**src/rtl/wb_arbiter2.sv**
```systemverilog
`timescale 1ns/1ps
`default_nettype none
// ============================================================================
// Module   : wb_arbiter2
// Purpose  : Two-master to one-slave arbiter for pipelined Wishbone
//            (stall/ack/err). Round-robin grant, held for the owner's whole
//            cycle and until every accepted transfer has been answered.
//            Outstanding transfers are counted so that responses always go
//            back to the master that issued them.
// Revision : 1.0 - initial release
// ----------------------------------------------------------------------------
// Ports
//   clk, rst_n              clock, asynchronous active-low reset
//   mN_cyc/stb/we           master N (N = 0,1) cycle, strobe, write enable
//   mN_adr/sel/dat_m        master N address, byte selects, write data
//   mN_dat_s                read data to master N (valid with mN_ack)
//   mN_ack/err/stall        response and flow control to master N
//   s_cyc/stb/we            slave cycle, strobe, write enable
//   s_adr/sel/dat_m         muxed request fields to slave
//   s_dat_s/ack/err/stall   slave read data, response and flow control
// ============================================================================
module wb_arbiter2 #(
   parameter int AW      = 32,
   parameter int DW      = 32,
   parameter int MAX_OUT = 4
) (
   input  logic            clk,
   input  logic            rst_n,
   // master 0
   input  logic            m0_cyc,
   input  logic            m0_stb,
   input  logic            m0_we,
   input  logic [AW-1:0]   m0_adr,
   input  logic [DW/8-1:0] m0_sel,
   input  logic [DW-1:0]   m0_dat_m,
   output logic [DW-1:0]   m0_dat_s,
   output logic            m0_ack,
   output logic            m0_err,
   output logic            m0_stall,
   // master 1
   input  logic            m1_cyc,
   input  logic            m1_stb,
   input  logic            m1_we,
   input  logic [AW-1:0]   m1_adr,
   input  logic [DW/8-1:0] m1_sel,
   input  logic [DW-1:0]   m1_dat_m,
   output logic [DW-1:0]   m1_dat_s,
   output logic            m1_ack,
   output logic            m1_err,
   output logic            m1_stall,
   // shared slave
   output logic            s_cyc,
   output logic            s_stb,
   output logic            s_we,
   output logic [AW-1:0]   s_adr,
   output logic [DW/8-1:0] s_sel,
   output logic [DW-1:0]   s_dat_m,
   input  logic [DW-1:0]   s_dat_s,
   input  logic            s_ack,
   input  logic            s_err,
   input  logic            s_stall
);

   // Counter must hold 0..MAX_OUT inclusive.
   localparam int                 c_cnt_w   = (MAX_OUT < 1) ? 1 : $clog2(MAX_OUT + 1);
   localparam logic [c_cnt_w-1:0] c_max_out = c_cnt_w'(MAX_OUT);
   localparam logic [c_cnt_w-1:0] c_one     = c_cnt_w'(1);
   localparam logic [c_cnt_w-1:0] c_zero    = '0;

   typedef enum logic [1:0] {
      ST_IDLE = 2'd0,
      ST_OWN0 = 2'd1,
      ST_OWN1 = 2'd2
   } state_t;

   state_t               r_state;
   state_t               w_state_nxt;
   logic                 r_last;
   logic                 w_last_nxt;
   logic [c_cnt_w-1:0]   r_out_cnt;
   logic [c_cnt_w-1:0]   w_out_cnt_nxt;

   logic                 w_own0;
   logic                 w_own1;
   logic                 w_own_cyc;
   logic                 w_own_stb;
   logic                 w_room;
   logic                 w_full;
   logic                 w_busy;
   logic                 w_accept;
   logic                 w_resp;

   // ------------------------------------------------------------------------
   // Owner decode and outstanding-count flags
   // ------------------------------------------------------------------------
   assign w_own0    = (r_state == ST_OWN0);
   assign w_own1    = (r_state == ST_OWN1);
   assign w_own_cyc = (w_own0 & m0_cyc) | (w_own1 & m1_cyc);
   assign w_own_stb = (w_own0 & m0_stb) | (w_own1 & m1_stb);
   assign w_room    = (r_out_cnt < c_max_out);
   assign w_full    = (r_out_cnt == c_max_out);
   assign w_busy    = (r_out_cnt != c_zero);

   // ------------------------------------------------------------------------
   // Slave request path. s_cyc follows the owner's cyc combinationally so an
   // aborting master releases the slave in the very cycle it drops cyc.
   // Request fields are muxed by owner; their value outside a grant is
   // irrelevant because s_cyc is low then.
   // ------------------------------------------------------------------------
   assign s_cyc   = w_own_cyc;
   assign s_stb   = w_own_stb & w_room;
   assign s_we    = w_own1 ? m1_we    : m0_we;
   assign s_adr   = w_own1 ? m1_adr   : m0_adr;
   assign s_sel   = w_own1 ? m1_sel   : m0_sel;
   assign s_dat_m = w_own1 ? m1_dat_m : m0_dat_m;

   assign w_accept = s_cyc & s_stb & ~s_stall;
   // A response with nothing outstanding (late ack after an abort, stray ack)
   // is neither counted nor forwarded. ack+err together is one response.
   assign w_resp   = (s_ack | s_err) & w_busy;

   // ------------------------------------------------------------------------
   // Master response path. Read data is broadcast; ack/err qualify it.
   // Non-owners are always stalled and never see a response.
   // ------------------------------------------------------------------------
   assign m0_dat_s = s_dat_s;
   assign m1_dat_s = s_dat_s;

   assign m0_stall = ~w_own0 | s_stall | w_full;
   assign m1_stall = ~w_own1 | s_stall | w_full;

   assign m0_ack   = w_own0 & s_ack & w_busy;
   assign m0_err   = w_own0 & s_err & w_busy;
   assign m1_ack   = w_own1 & s_ack & w_busy;
   assign m1_err   = w_own1 & s_err & w_busy;

   // ------------------------------------------------------------------------
   // State register
   // ------------------------------------------------------------------------
   always_ff @(posedge clk or negedge rst_n) begin
      if (!rst_n) begin
         r_state   <= ST_IDLE;
         r_last    <= 1'b1;       // m0 wins the first contended arbitration
         r_out_cnt <= c_zero;
      end else begin
         r_state   <= w_state_nxt;
         r_last    <= w_last_nxt;
         r_out_cnt <= w_out_cnt_nxt;
      end
   end

   // ------------------------------------------------------------------------
   // Next-state logic: arbitration in IDLE, hold/release while owned,
   // outstanding-transfer accounting.
   // ------------------------------------------------------------------------
   always_comb begin
      w_state_nxt   = r_state;
      w_last_nxt    = r_last;
      w_out_cnt_nxt = r_out_cnt;

      case (r_state)
         ST_IDLE: begin
            // Nothing can be outstanding here; the grant takes effect next
            // cycle, which gives the one-cycle arbitration latency.
            w_out_cnt_nxt = c_zero;
            if (m0_cyc && m1_cyc) begin
               w_state_nxt = r_last ? ST_OWN0 : ST_OWN1;
            end else if (m0_cyc) begin
               w_state_nxt = ST_OWN0;
            end else if (m1_cyc) begin
               w_state_nxt = ST_OWN1;
            end
         end

         ST_OWN0, ST_OWN1: begin
            if (!w_own_cyc) begin
               // Normal release (count already zero) or abort (count
               // non-zero): either way the slot is given up and any
               // remaining responses become orphans, dropped by the
               // zero-count rule.
               w_state_nxt   = ST_IDLE;
               w_last_nxt    = w_own1;
               w_out_cnt_nxt = c_zero;
            end else if (w_accept && !w_resp) begin
               if (r_out_cnt != c_max_out) begin
                  w_out_cnt_nxt = r_out_cnt + c_one;
               end
            end else if (w_resp && !w_accept) begin
               w_out_cnt_nxt = r_out_cnt - c_one;
            end
         end

         default: begin
            w_state_nxt   = ST_IDLE;
            w_out_cnt_nxt = c_zero;
         end
      endcase
   end

endmodule
`default_nettype wire
```
**config.mk**
```make
export PLATFORM = sky130hd
export DESIGN_NAME = wb_arbiter2
export DESIGN_NICKNAME = d
export VERILOG_FILES = /design/src/rtl/wb_arbiter2.sv
export SDC_FILE = /design/constraint.sdc
export NUM_CORES = 1
export LEC_CHECK = 0
export CAP_MARGIN = 20
export CORE_AREA = 2 2 124 126
export DETAILED_ROUTE_END_ITERATION = 7
export DIE_AREA = 0 0 126 128
export GPL_TIMING_DRIVEN = 0
export PLACE_DENSITY = 0.6
export SYNTH_ARGS = -nofsm -noshare
export SYNTH_HDL_FRONTEND = slang
export SYNTH_SLANG_ARGS = --single-unit
export TNS_END_PERCENT = 30
```
**constraint.sdc**
```tcl
create_clock -name clk -period 2.7 [get_ports clk]
set_input_delay 0.675 -clock clk [delete_from_list [all_inputs] [get_ports clk]]
set_output_delay 0.675 -clock clk [all_outputs]
set_load 0.03 [all_outputs]
```
==> impl_metrics.yaml <==
sta:
  hold_viol_final: 0
  finalCritPeriodShare: 0.997
  worst_pin_slew_ps: 342
  slew_viol_final: 0
  finalSetupViolCount: 0
  grt_setup_unrepaired: "true"
  period_needed_ps: 2690
  fmax_mhz: 372
  fin_worst_skew_ps: 0.981
  slew_headroom: 0.772
power:
  vdd_drop_max_mv: 0.541
  powerDensity_nw_per_um2: 611
  power.leakage_nw: 2.17
  power_w: 0.00312
grt:
  grt_pass1_vias: 2585
  grtUsageTotal: 0.124
  grt_max_degree: 11
  grt_pass1_wl_um: 15600
  grt_antenna_before_repair: 0
  overflow: 0
floorplanning:
  core_area_um2: 14900
  initial_core_util: 0.126
  fp.dieW_um: 126
  io_pins: 320
  rows: 45
  die_area_um2: 16100
  die_height_um: 128
clocking:
  clockBufferDepth: 2
  clkSlewWorstSetupHoldPaths_ps: 40
  cts_tree: "yes"
  h-tree-depth: 1
  cts_buffers: 3
  cts.sink_count: 6
  clk_latency_ps: 230
  ctsRootBufferMaster: "clkbuf_16"
hold_path:
  hp-class: "reg2reg"
  whs_endpoint: "r_state[1]$_DFFE_PN0P_"
  whs_path_depth: 2
  min_from: "r_state[1]$_DFFE_PN0P_"
synth:
  synth_compound_area_frac: 0.0635
  synthAdderAreaFrac: 0.0308
  synth_top_family_by_area: "multiplexers"
  async_flop_share: 1.00
  synth_top_flop_cell: "dfrtp_1"
  ys_seq_area_frac: 0.0809
  synth-simple-area-share: 0.0876
  synth-xor-area-share: 0.0120
  synth_area_um2: 1870
  syn_avg_cell_area_um2: 9.21
  synth_edf_count: 0
  synth_fp_nets: 386
  synth_seq_cells: 6
  ys.warnings.count: 0
  muxShareOfSynthArea: 0.427
  synth_cell_types: 37
  synthCells: 203
final_layout:
  final_util: 0.344
  diodes: 0
  fin_cells: 687
  design_area_um2: 5120
  areaGrowthSynthToFinish_pct: 174
  fin_nets: 683
  final_cell_mix: "208 x clkdlybuf4s50_1, 70 x buf_4, 69 x mux2_2, 46 x clkdlybuf4s15_2, 19 x clkbuf_2"
  final_common_cell: "clkdlybuf4s50_1"
  drive_above_1_share: 0.451
place:
  hpwl_um: 9690
  placed_cells: 678
  placed_area_um2: 4980
  gp_congestion: 0.799
  portBuffers: 287
worst_setup_path:
  reg2reg_from: "r_state[0]$_DFFE_PN0P_"
  ff2ff_path_depth: 10
  cp_max_fo: 10
  path_class: "reg2out"
  reg2reg_slack_ps: 130
  reg2reg_to: "r_out_cnt[1]$_DFFE_PN0P_"
  crit_path_start_kind: "flop"
  crit_path_end_kind: "output port"
  arrival_ps: 2020
  required_ps: 2030
status:
  status: "finished clean"
route:
  drc: 0
  ant_nets: 0
  initialDrtViolationCount: 50
  vias: 2543
  dr.pass1.iters: 4
  routed_via_density: 3.70
  routed_wirelength_um: 11200
  routedWlPerCell_um: 16.2
job:
  drv_cap: 0
[timing repair]
action,4_1_cts,5_1_grt
setup buffers,2,3
pin swaps,1,2
setup endpoints to repair,77,59
resized for setup,189,40
hold buffers,0,0
[cell families after synthesis]
logic type | count (synthesis)
fa+ha+maj | 4
buf+inv | 80
mux | 71
xor+xnor | 1
compound gates | 14
flops | 6
simple gates | 27
[state kept, by name, indices dropped and copies added (netlist names)]
| name | flops |
|---|---|
| r_state | 2 |
| r_last | 1 |
| r_out_cnt | 3 |
[metrics by stage]
stage                     setup TNS (ps)  hold WS [ps]  setup slack [ps]
after floorplan                        0           379               475
after global placement            -19400           531              -348
after detailed placement          -20600           567              -359
after CTS                           -858           583              -202
after global routing                -247           626             -35.6
final                                  0           593              8.87
[power by group]
| group | switching (W) | internal (W) | total (W) |
|---|---|---|---|
| clock network | 0.0000551 | 0.000196 | 0.000252 |
| registers | 0.0000178 | 0.000115 | 0.000133 |
| logic | 0.00148 | 0.00126 | 0.00274 |
[worst max-delay path, stage by stage (launching register included)]
cell and delay (ps):
dfrtp_1 390, inv_1 120, ha_2 230, buf_8 170, buf_6 170, mux2_2 330
dlygate4sd2_1 360
[worst max path at each step]
stage	slack (ps)	from	end	depth (start not counted)
after global routing	-40	r_state[0]$_DFFE_PN0P_	s_sel[1]	6
after CTS	-200	m1_cyc	r_out_cnt[1]$_DFFE_PN0P_	9
after detailed placement	-360	m1_cyc	r_out_cnt[1]$_DFFE_PN0P_	8
after global placement	-350	r_state[0]$_DFFE_PN0P_	s_adr[26]	6
final	9	r_state[0]$_DFFE_PN0P_	s_sel[1]	6
after floorplan	480	m1_cyc	r_out_cnt[1]$_DFFE_PN0P_	7
[layer usage]
layer | vias up | routed length, um | track usage
li1 | 1239 | - | -
met1 | 1168 | 4620 | 0.154
met2 | 132 | 5790 | 0.232
met3 | 4 | 722 | 0.0263
met4 | 0 | 22 | 0.00388
met5 | - | 0 | 0
[final cells by class]
class,instances,area [um^2]
Sequential cell,6,151
Clock buffer,4,78.8
Tap cell,188,235
Multi-Input combinational cell,117,1170
Timing Repair Buffer,292,2870
Fill cell,1533,9750
Buffer,73,582
Inverter,7,26.3
[cells in the mapped netlist (all sizes together), types with 2 or more instances]
| master | n | area, um^2 |
|---|---|---|
| nand2 | 6 | 25.0 |
| buf | 73 | 532 |
| nor3 | 3 | 15.0 |
| inv | 7 | 26.3 |
| and2 | 2 | 12.5 |
| dfrtp | 5 | 125 |
| ha | 3 | 37.5 |
| a22oi | 2 | 20.0 |
| mux2 | 70 | 788 |
| o21ai | 3 | 15.0 |
| and3 | 4 | 25.0 |
| a21oi | 2 | 10.0 |
| nor2 | 5 | 18.8 |
No activity file was read; power rests on OpenSTA's default activity.
